===== src/rtl/pipelined_adder.sv =====
// pipelined_adder: WIDTH-bit add/subtract split into STAGES chunks, one chunk per clock,
// with a registered carry between chunks and one global valid/ready stall.
module pipelined_adder #(
  parameter int WIDTH = 32,
  parameter int STAGES = 4
) (
  input  logic             clk,
  input  logic             rst_n,
  input  logic             in_valid,
  output logic             in_ready,
  input  logic [WIDTH-1:0] a,
  input  logic [WIDTH-1:0] b,
  input  logic             cin,
  input  logic             sub,
  output logic             out_valid,
  input  logic             out_ready,
  output logic [WIDTH-1:0] sum,
  output logic             cout,
  output logic             ovf
);
  localparam int CHUNK = WIDTH / STAGES;
  logic [WIDTH-1:0] a_q [STAGES];
  logic [WIDTH-1:0] b_q [STAGES];
  logic [WIDTH-1:0] s_q [STAGES];
  logic             c_q [STAGES];
  logic             v_q [STAGES];
  logic             ovf_q;
  logic [WIDTH-1:0] a_in [STAGES];
  logic [WIDTH-1:0] b_in [STAGES];
  logic [WIDTH-1:0] s_in [STAGES];
  logic [WIDTH-1:0] s_d  [STAGES];
  logic             c_in [STAGES];
  logic             v_in [STAGES];
  logic [CHUNK:0]   t    [STAGES];
  logic             ovf_d;
  // Stage 0 inverts b once for subtract; the operand words then travel with the beat,
  // so later stages only ever add and the sub flag needs no register of its own.
  always_comb begin
    a_in[0] = a;
    b_in[0] = sub ? ~b : b;
    s_in[0] = '0;
    c_in[0] = sub | cin;
    v_in[0] = in_valid;
    for (int k = 1; k < STAGES; k++) begin
      a_in[k] = a_q[k-1];
      b_in[k] = b_q[k-1];
      s_in[k] = s_q[k-1];
      c_in[k] = c_q[k-1];
      v_in[k] = v_q[k-1];
    end
    for (int k = 0; k < STAGES; k++) begin
      t[k] = {1'b0, a_in[k][k*CHUNK +: CHUNK]} + {1'b0, b_in[k][k*CHUNK +: CHUNK]} + {{CHUNK{1'b0}}, c_in[k]};
      s_d[k] = s_in[k];
      s_d[k][k*CHUNK +: CHUNK] = t[k][CHUNK-1:0];
    end
    ovf_d = a_in[STAGES-1][WIDTH-1] ^ b_in[STAGES-1][WIDTH-1] ^ s_d[STAGES-1][WIDTH-1] ^ t[STAGES-1][CHUNK];
  end
  always_ff @(posedge clk or negedge rst_n) begin
    if (!rst_n) begin
      for (int k = 0; k < STAGES; k++) begin
        a_q[k] <= '0;
        b_q[k] <= '0;
        s_q[k] <= '0;
        c_q[k] <= 1'b0;
        v_q[k] <= 1'b0;
      end
      ovf_q <= 1'b0;
    end else if (in_ready) begin
      for (int k = 0; k < STAGES; k++) begin
        a_q[k] <= a_in[k];
        b_q[k] <= b_in[k];
        s_q[k] <= s_d[k];
        c_q[k] <= t[k][CHUNK];
        v_q[k] <= v_in[k];
      end
      ovf_q <= ovf_d;
    end
  end
  assign out_valid = v_q[STAGES-1];
  assign in_ready  = !out_valid || out_ready;
  assign sum       = s_q[STAGES-1];
  assign cout      = c_q[STAGES-1];
  assign ovf       = ovf_q;
endmodule


===== config.mk =====
export PLATFORM = sky130hd
export DESIGN_NAME = pipelined_adder
export DESIGN_NICKNAME = d
export VERILOG_FILES = /design/src/rtl/pipelined_adder.sv
export SDC_FILE = /design/constraint.sdc
export NUM_CORES = 1
export LEC_CHECK = 0
export ABC_AREA = 1
export BUFFER_PORTS_ARGS = -buffer_cell sky130_fd_sc_hd__buf_4
export CORE_AREA = 3 3 160 162
export CTS_BUF_LIST = sky130_fd_sc_hd__clkbuf_8
export CTS_CLUSTER_SIZE = 10
export DETAILED_ROUTE_END_ITERATION = 10
export DIE_AREA = 0 0 163 165
export GPL_ROUTABILITY_DRIVEN = 0
export PLACE_DENSITY = 0.64
export SYNTH_ARGS = -nofsm -noshare
export SYNTH_HDL_FRONTEND = slang
export SYNTH_SLANG_ARGS = --single-unit
export TNS_END_PERCENT = 10

===== constraint.sdc =====
create_clock -name clk -period 5.2 [get_ports clk]
set_input_delay 0.26 -clock clk [delete_from_list [all_inputs] [get_ports clk]]
set_output_delay 0.26 -clock clk [all_outputs]
set_load 0.02 [all_outputs]

Word-level counts from Yosys, hierarchy flattened
Cells that the tools add are included.
- register bits after elaboration: 281
- bits in latches: 0
- memory bits (writable): 0
- ROM bits: 0
- bits of input ports: 70
- output and inout port bits: 36
- word-level logic and storage cells: 35
- memories: 0
- $add $sub $neg: 8
- multiply operators: 0
- divide/modulo/power cells: 0
- order comparisons: 0
- eq/ne operators: 0
- shift operators: 0
- mux-type cells: 1
- bitwise gates (word level): 5
- reduce and logical (&&, ||, !) cells: 2
- operator list (operator ; count):
    $add 8x8->9 ; 4
    $add 9x1->9 ; 4
    $mux 32 ; 1
    $not 32->32 ; 1
    $xor 1x1->1 ; 3
    $logic_not 1->1 ; 1
    $logic_or 1x1->1 ; 1
    $or 1x1->1 ; 1

Logic depth before layout (Yosys ltp)
Gate-level depths: netlist (run 1).
- depth in word-level cells: 4
- gate-level depth with buffers: 15

Least setup slack after synthesis (run 1)
OpenSTA, ideal clock, no wires.
- kind: input-to-reg
- start point: input sub
- end point: register c_q (netlist bit c_in[2])
- library setup time: 0.116 ns
- arrival: 1.978 ns
- path slack: 3.105 ns
- stages on the path: 15
- cell sequence: buf_4 > buf_4 > or2_2 > fa_1 > inv_1 > fa_1 > inv_1 > nand3_1 > nand2_1 > nand2_1 > nand2_1 > nand2_1 > nand2_1 > nand2_1 > nand2_1
- cells in the longest elaborated chain, start to end: 3
- elaborated cells between the ends (all ways): 4
- ends and longest elaborated chain (what ; line ; text):
    start, declared ; 14 ; input logic sub,
    $mux 32 ; 40 ; b_in[0] = sub ? ~b : b;
    $add 8x8->9 ; 52 ; t[k] = {1'b0, a_in[k][k*CHUNK +: CHUNK]} + {1'b0, b_in[k][k*CHUNK +: CHUNK]} + {{CHUNK{1'b0}}, c_in[k]};
    $add 9x1->9 (*) ; 52 ;
    end signal, assigned by index ; 73 ; c_q[k] <= t[k][CHUNK];
    end, declared ; 25 ; logic c_q [STAGES];
Mark *: on every way between the ends. The rest lies on a longest branch, timed or not.
A chain may end at the register's enable or synchronous reset.

Final worst setup path (run 1)
- start point: register v_q (netlist bit out_valid)
- end point: output in_ready
- cells in the longest elaborated chain, start to end: 2
- ends and longest elaborated chain (what ; line ; text):
    start, declared ; 26 ; logic v_q [STAGES];
    start signal, assigned by index ; 74 ; v_q[k] <= v_in[k];
    $logic_not 1->1 ; 80 ; assign in_ready = !out_valid || out_ready;
    $logic_or 1x1->1 ; 80 ;
    end, declared ; 10 ; output logic in_ready,
No other way between the ends.

==> metrics, run 1 <==
Met2 Wirelength around 7600 um; Post-Syn Nets between 1000 and 1500; Worst-Margin Slew roughly 1100 ps; crit path DAT between 2000 and 3000 ps; highest metal used met4; Core Rows 57; dominant cell type by area after synthesis dfrtp_1; Root Buffer clkbuf_8; largest net degree at the start of global routing 89; Post-CTS Setup Inserts 0; CTS clk-pin slew, worst paths 90 ps; fmax between 300 and 400 MHz; TritonCTS clock tree done; top-area cell type share of the netlist area roughly 54%; Slew Limit Fails 0; total wire length 17700 um; CP Launch Type register; Comb power frac 40.8%; crit path capture type output pin; # DRC 0; vias per inst 4.40; kind of critical path register to output pin; max-cap check violation count 0; initial antenna violation count 0; Synth cell types 25; WL met1 about 9000 um; Switching Share between 30% and 40%; worst-path cell chain inv_1, nor2_4, inv_4, buf_4; area of the multi-input gates 3320 um^2; internal power 3.44 mW; P&R area growth vs syn 18.6%; DP HPWL between 10000 and 15000 um; Rel. slew slack around a quarter; hold_ws around 38 ps; Total Neg Setup Slack 0 ps; total CTS buffers 17; Overflow after GRT 0; P_leak around 5.1 nW; port buffer count ~110; Final #Nets around 1200; synthesized instance count 960; Final ANT Viol Nets 0; CP max stage cell nor2_4; syn_area_per_cell 8.85 um^2; Total Routing Usage GR about 14%; total core area around 24000 um^2; crit path max fanout 88; vias in the first global route 6158; slowest stage delay, CP 840 ps; drt wl/cell between 10 and 15 um; # fillers approximately 2500; DRT Pass-1 Iters 5; Synthesis Warnings 0; # clock sinks roughly 190; outcome finished, final reports clean; Seq cells post-synth 185; vias between 6000 and 7000; Max clock buf depth 2; # IOs between 100 and 150; Cell Area, Synth 8500 um^2; Met3 Wirelength between 600 and 700 um; Clock Latency Late Sink about 460 ps; register area ~4600 um^2; Starting Density 35.1%; die height ~170 um; Seq/Total Area, Yosys 54.5%; Hold Vio Cnt, Final 0; clock power share between 10% and 20%; sequential share of power a little over two fifths; Final min period just under 3000 ps; H-tree Lvls 4; Die Wd ~160 um; first-pass GRT wire length about 30000 um; layout cell share with drive strength beyond 1 between 10% and 20%; Starting DRT DRC Count 333; Worst Path Required just under 5000 ps; min-delay worst type input port to register; unrepaired setup endpoints after global routing false; total net switching power between 2 and 2.5 mW; largest cells by area after synthesis dfrtp_1, nand2_1, o21ai_0; worst vdd ir 228 uV; Total Die Area ~27000 um^2; Final Setup Violations 0; ant diodes 0; fin crit share a little under three fifths; P per Cell Area about 560 nW/um^2; clk_skew about 16 ps
[registers in the layout (all words and copies together), names as in the netlist]
name,flops
sum,32
ovf,1
c_in,3
a_in,48
s_d,48
v_in,3
out_valid,1
cout,1
b_in,48
[final timing paths]
kind | startpoint | endpoint | slack, ps | depth (start not counted)
worst max register to register | out_valid | s_d[70] | 2430 | 6
worst min-delay path | a[14] | a_in[78] | 40 | 3
max in group asynchronous | rst_n | s_d[8] | 3660 | 3
worst max-delay path | out_valid | in_ready | 2250 | 4
min in group asynchronous | rst_n | sum[12] | 390 | 2
worst min register to register | s_d[68] | s_d[36] | 470 | 2
[placed cells by master (no fill, tap or decap), types with 23 or more instances in the layout]
| cell type | synthesis | layout |
|---|---|---|
| o21ai_1 | 33 | 33 |
| buf_4 | 19 | 109 |
| nand2_1 | 374 | 374 |
| nor2_1 | 28 | 28 |
| dlygate4sd3_1 | 0 | 23 |
| xnor2_1 | 30 | 30 |
| inv_1 | 72 | 76 |
| dfrtp_1 | 185 | 185 |
| o21ai_0 | 90 | 90 |
| ha_1 | 28 | 28 |
[cell type report]
| type | instances | share of cell area, % |
|---|---|---|
| inverters | 73 | 2.74 |
| multi-input cells | 658 | 32.9 |
| repair buffers | 133 | 10.5 |
| flip-flops and latches | 185 | 45.9 |
| clock buffers | 19 | 2.59 |
| well taps | 324 | 4.02 |
| clock inverters | 13 | 1.27 |
[per-layer routing]
layer	track usage, %	up-vias
met1	19.7	2861
li1	-	3215
met5	0	-
met3	2.98	16
met2	20.9	96
met4	4.42	0
[power groups by stage]
stage | sequential [mW] | combinational, mW | clock, mW
floorplan | 2.51 | 1.57 | 0
global placement | 2.43 | 2.28 | 0
detailed placement | 2.44 | 2.34 | 0
CTS | 2.41 | 2.37 | 1.00
global route | 2.49 | 2.71 | 1.06
finish | 2.41 | 2.32 | 0.961
[Yosys cell counts]
cell type and number:
xor2_1 10, nand3_1 21, nor2_1 28, o21ai_0 90
buf_2 16, clkbuf_1 6, o21ai_1 33, nor2_4 1
ha_1 28, xnor2_1 30, fa_1 8, nand2_1 374
a21oi_1 15, buf_4 19, buf_6 3, or2_1 3
inv_1 72, a21o_1 3, or2_2 2, nand3b_1 9
dfrtp_1 185, inv_2 1, o22ai_1 1, a31oi_1 1
and2_1 1
[cell families (layout without fill, tap and decap cells)]
kind of cell / after synthesis / count (layout) / share of synthesized area, %
AOI/OAI and AO/OA: 143 / 143 / 8.54
xor gates and xnor gates: 40 / 40 / 4.12
adders and majority gates: 36 / 36 / 6.01
buffers and inverters: 117 / 238 / 6.51
DFF: 185 / 185 / 54.5
and+or+nand+nor: 439 / 439 / 20.4
[worst max-delay path: cells and delay by family (launching register included)]
| family | cells | cell delay [ps] |
|---|---|---|
| buffers and inverters | 3 | 1000 |
| AND/OR/NAND/NOR | 1 | 840 |
| flip-flops | 1 | 360 |
[what timing repair did]
action                                  in CTS  in global routing
endpoints found under the setup margin       0                  0
gates resized for setup                      0                  0
hold buffers                                23                  0
endpoints found under the hold margin       97                  0
[per-stage QoR]
step / worst slack, ps / total power [mW] / cell area (um^2) / util (%) / std cells
2_1_floorplan: 3110 / 4.08 / 8500 / - / 960
3_3_place_gp: 2430 / 4.71 / 9460 / 39.0 / 1350
3_5_place_dp: 2390 / 4.78 / 9460 / 39.0 / 1350
4_1_cts: 2140 / 5.78 / 10100 / 41.6 / 1405
5_1_grt: 1880 / 6.25 / 10100 / 41.6 / 1405
6_report: 2250 / 5.69 / 10100 / 41.6 / 1405
Note: power is estimated with default switching activity, not from simulation.
==> inputs of run 2 (changes only) <==
- ABC_AREA: 1 -> 0
- clock period: 5.2 -> 2.91 ns (I/O delays scaled with it)
==> run 2 against run 1 <==
Compared with the run above: via count is 0.57% lower; global-route usage shrank 0.45 points; sequential power increased by 81%; setup slack worse by 1600 ps; design area is 2.9% higher; sequential cell count is the same; first-iteration DRC count down 9.3%; total power grew 83%; sequential share of layout area shrank 1.3 points; worst hold slack better by 3.2 ps; die area stayed put; critical path type is now register to register.
==> metrics, run 2 <==
Clock Latency Late Sink 460 ps (about the same); worst r2r src a_in[72] (was out_valid); cts repair resizes 0 (unchanged); Synthesis Warnings 0 (unchanged); Slew Limit Fails 0 (unchanged); syn_area_per_cell 9.15 um^2 (was 8.85 um^2); Hold Vio Cnt, Final 0 (unchanged); Seq cells post-synth 185 (unchanged); Min-Delay Startpoint b[24] (was a[14]); post-synthesis mux area share 0.119% (was 0%); global routing usage on met2 21.0% (was 20.9%); Final Setup Violations 0 (unchanged); drt wl/cell 12.4 um (was 12.6 um); clk_skew 16.1 ps (was 15.6 ps); initial antenna violation count 0 (unchanged); crit path capture type register (was output pin); met1 Use GR 18.8% (was 19.7%); worst r2r path cells 7 (was 6); GR Util met3 2.73% (was 2.98%); unrepaired setup endpoints after global routing false (unchanged); Synth Area in Simple Gates 22.2% (was 20.4%); Starting Density 34.8% (was 35.1%); P&R area growth vs syn 22.9% (was 18.6%); Total Die Area 26900 um^2 (unchanged); Worst Path Required 3250 ps (was 4940 ps); layout cell share with drive strength beyond 1 14.6% (was 13.1%); grt peak-use layer met2 (unchanged); vias in the first global route 6017 (was 6158); leading cell type in the layout, fill and taps excluded nand2_1 (unchanged); most frequent cells in the layout nand2_1, dfrtp_1, buf_4 (unchanged); Overflow after GRT 0 (unchanged); P_leak 5.22 nW (was 5.10 nW); vias per inst 4.42 (was 4.40); total core area 24200 um^2 (unchanged); die height 165 um (unchanged); Final #Nets 1160 (was 1174); TritonCTS clock tree done (unchanged); outcome finished, final reports clean (unchanged); Post-CTS Setup Inserts 0 (unchanged); worst reg2reg setup slack 600 ps (was 2430 ps); most numerous cell in the Yosys netlist nand2_1 (unchanged); Seq/Total Area, Yosys 54.8% (was 54.5%); port buffer count 105 (unchanged); H-tree Lvls 4 (unchanged); kind of critical path register to register (was register to output pin); ant diodes 0 (unchanged); synthesized instance count 923 (was 960); reg2reg end c_in[1] (was s_d[70]); first-pass GRT wire length 29200 um (was 29900 um); Max clock buf depth 2 (unchanged); # fillers 2467 (was 2466); post-synthesis compound-gate area fraction 7.75% (was 8.54%); Total Routing Usage GR 13.3% (was 13.8%); CP Launch Type register (unchanged); hold_ws 41.0 ps (was 37.9 ps); max-cap check violation count 0 (unchanged); Root Buffer clkbuf_8 (unchanged); largest cells by area after synthesis dfrtp_1, nand2_1, ha_1 (was dfrtp_1, nand2_1, o21ai_0); CTS clk-pin slew, worst paths 100 ps (was 90 ps); largest net degree at the start of global routing 101 (was 89); total CTS buffers 17 (unchanged); Post-synth top cells nand2_1, dfrtp_1, o21ai_0 (unchanged); Rel. slew slack 51.7% (was 25.1%); Cell Area, Synth 8440 um^2 (was 8500 um^2); Core Rows 57 (unchanged); # DRC 0 (unchanged); Starting DRT DRC Count 302 (was 333); min-delay worst type input port to register (unchanged); Synth cell types 49 (was 25); Total Neg Setup Slack 0 ps (unchanged); Post-Syn Nets 1029 (was 1066); fmax roughly 430 MHz; crit path max fanout 2 (was 88); Final ANT Viol Nets 0 (unchanged); # clock sinks 185 (unchanged); Worst Hold End b_in[88] (was a_in[78]); crit path DAT 2650 ps (was 2690 ps); vias 6153 (was 6188); worst vdd ir 335 uV (was 228 uV); total wire length 17200 um (was 17700 um); DP HPWL 11700 um (was 11800 um); top_reg_cell synth dfrtp_1 (unchanged); Worst-Margin Slew 725 ps (was 1120 ps); P per Cell Area 1000 nW/um^2 (was 564 nW/um^2); DRT Pass-1 Iters 4 (was 5); dominant cell type by area after synthesis dfrtp_1 (unchanged); xor and xnor fraction of the mapped netlist area 5.50% (was 4.12%); fraction of registers with async set/reset 100% (unchanged); Final min period approximately 2300 ps; worst hold path cell count 3 (unchanged); # IOs 106 (unchanged); main combinational cell family by area after synthesis simple AND/OR/NAND/NOR gates (unchanged); number of flops mapped to enable cells by yosys 0 (unchanged); top-area cell type share of the netlist area 54.8% (was 54.5%); Adder-Cell Fraction of Synth Area 6.05% (was 6.01%); Die Wd 163 um (unchanged); fin crit share 79.2%
==> run 2: cell types whose count changed after synthesis, sizes merged, moves of 9 or more <==
cell | before | now
inv | 73 | 14
o21ai | 123 | 39
clkbuf | 6 | 20
buf | 38 | 29
nand2 | 374 | 430
a21oi | 15 | 36
a21o | 3 | 12
nand3 | 21 | 2
nand3b | 9 | 0
==> run 2: how the worst max path moves through the flow <==
stage,from,to,slack (ps),cells past startpoint
after floorplan,sub,s_d[70],670,11
after global placement,a_in[72],c_in[1],650,7
after detailed placement,a_in[72],c_in[1],610,7
after CTS,a_in[72],c_in[1],590,7
after global routing,a_in[72],c_in[1],510,7
final,a_in[72],c_in[1],600,7
==> run 2: cells by family (layout without fill, tap and decap cells) <==
family / Yosys count / in the layout
and+or+nand+nor: 477 / 477
xor gates and xnor gates: 53 / 53
DFF: 185 / 185
adders and majority gates: 36 / 36
muxes: 1 / 1
buffers and inverters: 63 / 207
AOI/OAI and AO/OA: 108 / 108
==> run 2: layer usage <==
layer / wire length, um / share of wire (%)
met1: 8560 / 50
met2: 7920 / 46
met3: 522 / 3.0
met4: 188 / 1.1
met5: 0 / 0
==> run 2: stage by stage <==
stage | total power [mW] | std cells | area (um^2) | util, % | setup slack (ps)
3_3_place_gp | 8.66 | 1314 | 9540 | 39.3 | 646
2_1_floorplan | 7.52 | 923 | 8440 | - | 666
5_1_grt | 11.4 | 1391 | 10400 | 42.8 | 510
4_1_cts | 10.5 | 1391 | 10400 | 42.8 | 586
3_5_place_dp | 8.79 | 1314 | 9540 | 39.3 | 609
6_report | 10.4 | 1391 | 10400 | 42.8 | 605
==> run 2: final cells by class <==
type / instances / area (um^2) / share of cell area [%]
flip-flops and latches: 185 / 4630 / 44.6
multi-input cells: 675 / 3510 / 33.8
repair buffers: 161 / 1390 / 13.4
well taps: 324 / 405 / 3.91
clock buffers: 19 / 262 / 2.52
clock inverters: 13 / 123 / 1.18
inverters: 14 / 55.1 / 0.531
==> run 2: critical path: stages (launching register included) <==
cell and delay (ps):
dfrtp_1 420, fa_1 460, fa_1 410, a21o_1 200, a21o_1 210, a21oi_2 190, a21oi_1 80, o31a_1 230
==> run 2: repair_timing <==
| item | 4_1_cts | 5_1_grt |
|---|---|---|
| hold buffers | 45 | 0 |
| endpoints found under the setup margin | 0 | 0 |
| hold endpoints to repair | 129 | 0 |
==> run 2: where the power goes <==
| group | internal, mW | total, mW | switching (mW) |
|---|---|---|---|
| clock | 0.682 | 1.68 | 0.994 |
| sequential | 3.72 | 4.37 | 0.644 |
| combinational | 1.89 | 4.34 | 2.45 |
| total | 6.30 | 10.4 | 4.09 |
==> inputs of run 3 (changes only) <==
- ABC_AREA: 0 -> 1
- clock period: 2.91 -> 2.3 ns (I/O delays scaled with it)
==> run 3 against run 2 <==
Compared with the run above: design area is 1.7% higher; first-iteration DRC count rose by 25%; sequential cell count unchanged; via count grew 3.6%; clock skew up 1.5 ps; critical path type is now register to output pin.
==> metrics, run 3 (synthesized netlist as in run 1, its figures left out) <==
reg2reg end c_in[1] (unchanged); outcome finished, final reports clean (unchanged); # clock sinks 185 (unchanged); unrepaired setup endpoints after global routing false (unchanged); CP Capture Point in_ready (was c_in[1]); Clock Latency Late Sink 470 ps (was 460 ps); TritonCTS clock tree done (unchanged); fmax between 400 and 500 MHz; DRT Pass-1 Iters 5 (was 4); Final ANT Viol Nets 0 (unchanged); Die Wd 163 um (unchanged); vias 6375 (was 6153); Total Neg Setup Slack 0 ps (unchanged); CP Launch Type register (unchanged); first-pass GRT wire length 30700 um (was 29200 um); CP most frequent cell buf_4; fin crit share approximately nine tenths; # DRC 0 (unchanged); # IOs 106 (unchanged); most frequent cells in the layout nand2_1, dfrtp_1, buf_4 (unchanged); Starting Density 35.1% (was 34.8%); Worst-Margin Slew 503 ps (was 725 ps); leading cell type in the layout, fill and taps excluded nand2_1 (unchanged); Max clock buf depth 2 (unchanged); Total Routing Usage GR 14.2% (was 13.3%); worst r2r src a_in[72] (unchanged); sequential share of power 41.1% (was 42.0%); Comb power frac 40.8% (was 41.8%); total net switching power 5.18 mW (was 4.09 mW); CP Buf/Inv Count 4 (was 0); worst r2r path cells 10 (was 7); total CTS buffers 17 (unchanged); total core area 24200 um^2 (unchanged); cts repair resizes 0 (unchanged); CP max stage cell dfrtp_1 (was fa_1); Place WS 369 ps (was 609 ps); P per Cell Area 1250 nW/um^2 (was 1000 nW/um^2); layout cell share with drive strength beyond 1 13.8% (was 14.6%); Slew Limit Fails 0 (unchanged); CTS clk-pin slew, worst paths 100 ps (about the same); kind of critical path register to output pin (was register to register); clock power share 18.1% (was 16.1%); DP HPWL 12300 um (was 11700 um); vias in the first global route 6183 (was 6017); Overflow after GRT 0 (unchanged); Crit path depth 5 (was 7); # fillers 2405 (was 2467); Final Setup Violations 0 (unchanged); Starting DRT DRC Count 376 (was 302); worst vdd ir 547 uV (was 335 uV); vias per inst 4.42 (about the same); P_leak 5.29 nW (was 5.22 nW); crit path max fanout 44 (was 2); Rel. slew slack 66.5% (was 51.7%); Hold Vio Cnt, Final 0 (unchanged); Crit path max-delay family buffers and inverters (was compound AO/OA/AOI/OAI gates); Final min period about 2000 ps; Core Rows 57 (unchanged); max-cap check violation count 0 (unchanged); H-tree Lvls 4 (unchanged); initial antenna violation count 2 (was 0); port buffer count 105 (unchanged); die height 165 um (unchanged); internal power 7.99 mW (was 6.30 mW); worst-path cell chain inv_1, nor2_4, inv_4, buf_4, buf_4 (was fa_1, fa_1, a21o_1, a21o_1, a21oi_2, a21oi_1, o31a_1); Worst Path Required 2180 ps (was 3250 ps); slowest stage delay, CP 400 ps (was 460 ps); final worst setup slack 266 ps (was 605 ps); clk_skew 17.6 ps (was 16.1 ps); Root Buffer clkbuf_8 (unchanged); Final #Nets 1210 (was 1160); min-delay worst type input port to register (unchanged); crit path capture type output pin (was register); Worst Setup SP out_valid (was a_in[72]); crit path DAT 1920 ps (was 2650 ps); largest net degree at the start of global routing 106 (was 101); Total Die Area 26900 um^2 (unchanged); worst reg2reg setup slack 340 ps (was 600 ps); drt wl/cell 12.5 um (was 12.4 um); total wire length 18000 um (was 17200 um); P&R area growth vs syn 24.1% (was 22.9%); Switching Share 39.3% (was 39.4%)
run 3: cell count changes in the layout (fill, tap and decap cells not counted), sizes merged, moves of 5 or more:
cell         delta
dlygate4sd3     +6
inv            +57
nand3b          +9
xnor2           -7
xor2            -6
nor2            +7
o211ai          -5
a21o            -9
o21ai          +84
nand3          +19
nand2          -56
a21oi          -21
run 3: power groups by stage:
stage / clock (mW) / sequential (mW) / combinational (mW)
finish: 2.38 / 5.41 / 5.37
global route: 2.58 / 5.62 / 6.26
CTS: 2.47 / 5.43 / 5.47
detailed placement: 0 / 5.49 / 5.38
global placement: 0 / 5.47 / 5.27
floorplan: 0 / 5.68 / 3.54
run 3: worst min-delay path: stages:
cell     delay (ps)
buf_4            80
or2_2           100
fa_1            150
nand2_1          50
nand2_1          40
run 3: area by class of cell:
cell class                      instances  area (um^2)  share of cell area (%)
Sequential cell                       185         4630                    43.9
Clock buffer                           17          234                    2.22
Clock inverter                         15          203                    1.92
Inverter                               73          277                    2.62
Timing Repair Buffer                  169         1480                    14.0
Tap cell                              324          405                    3.84
Antenna cell                            2         5.00                  0.0474
Multi-Input combinational cell        658         3320                    31.4
run 3: worst min-delay path by stage:
stage / startpoint / end / slack, ps / depth (start not counted)
2_1_floorplan: rst_n / a_in[24] / -180 / 0
3_3_place_gp: rst_n / sum[9] / 130 / 1
3_5_place_dp: rst_n / sum[9] / 120 / 1
4_1_cts: cin / s_d[64] / 60 / 5
5_1_grt: out_ready / a_in[31] / 100 / 5
6_report: cin / s_d[64] / 90 / 5
run 3: per-layer routing:
layer | global-route usage, % | routed length [um] | up-vias
met5 | 0 | 0 | -
met4 | 3.58 | 197 | 0
met3 | 3.86 | 1010 | 16
met2 | 21.1 | 7950 | 110
met1 | 20.6 | 8860 | 2947
li1 | - | - | 3302
run 3: through the flow:
step	hold slack, ps	util [%]	instances	cell area (um^2)	total power [mW]
finish	88.1	43.5	1443	10500	13.2
floorplan	-181	-	960	8500	9.22
global placement	126	39.6	1358	9600	10.7
CTS	58.7	43.5	1441	10500	13.4
global route	103	43.5	1443	10500	14.5
detailed placement	125	39.6	1358	9600	10.9
run 3: repair_timing:
action	CTS	global route
setup endpoints to repair	0	0
hold buffers	51	0
hold endpoints to repair	104	0
buffers inserted	0	0
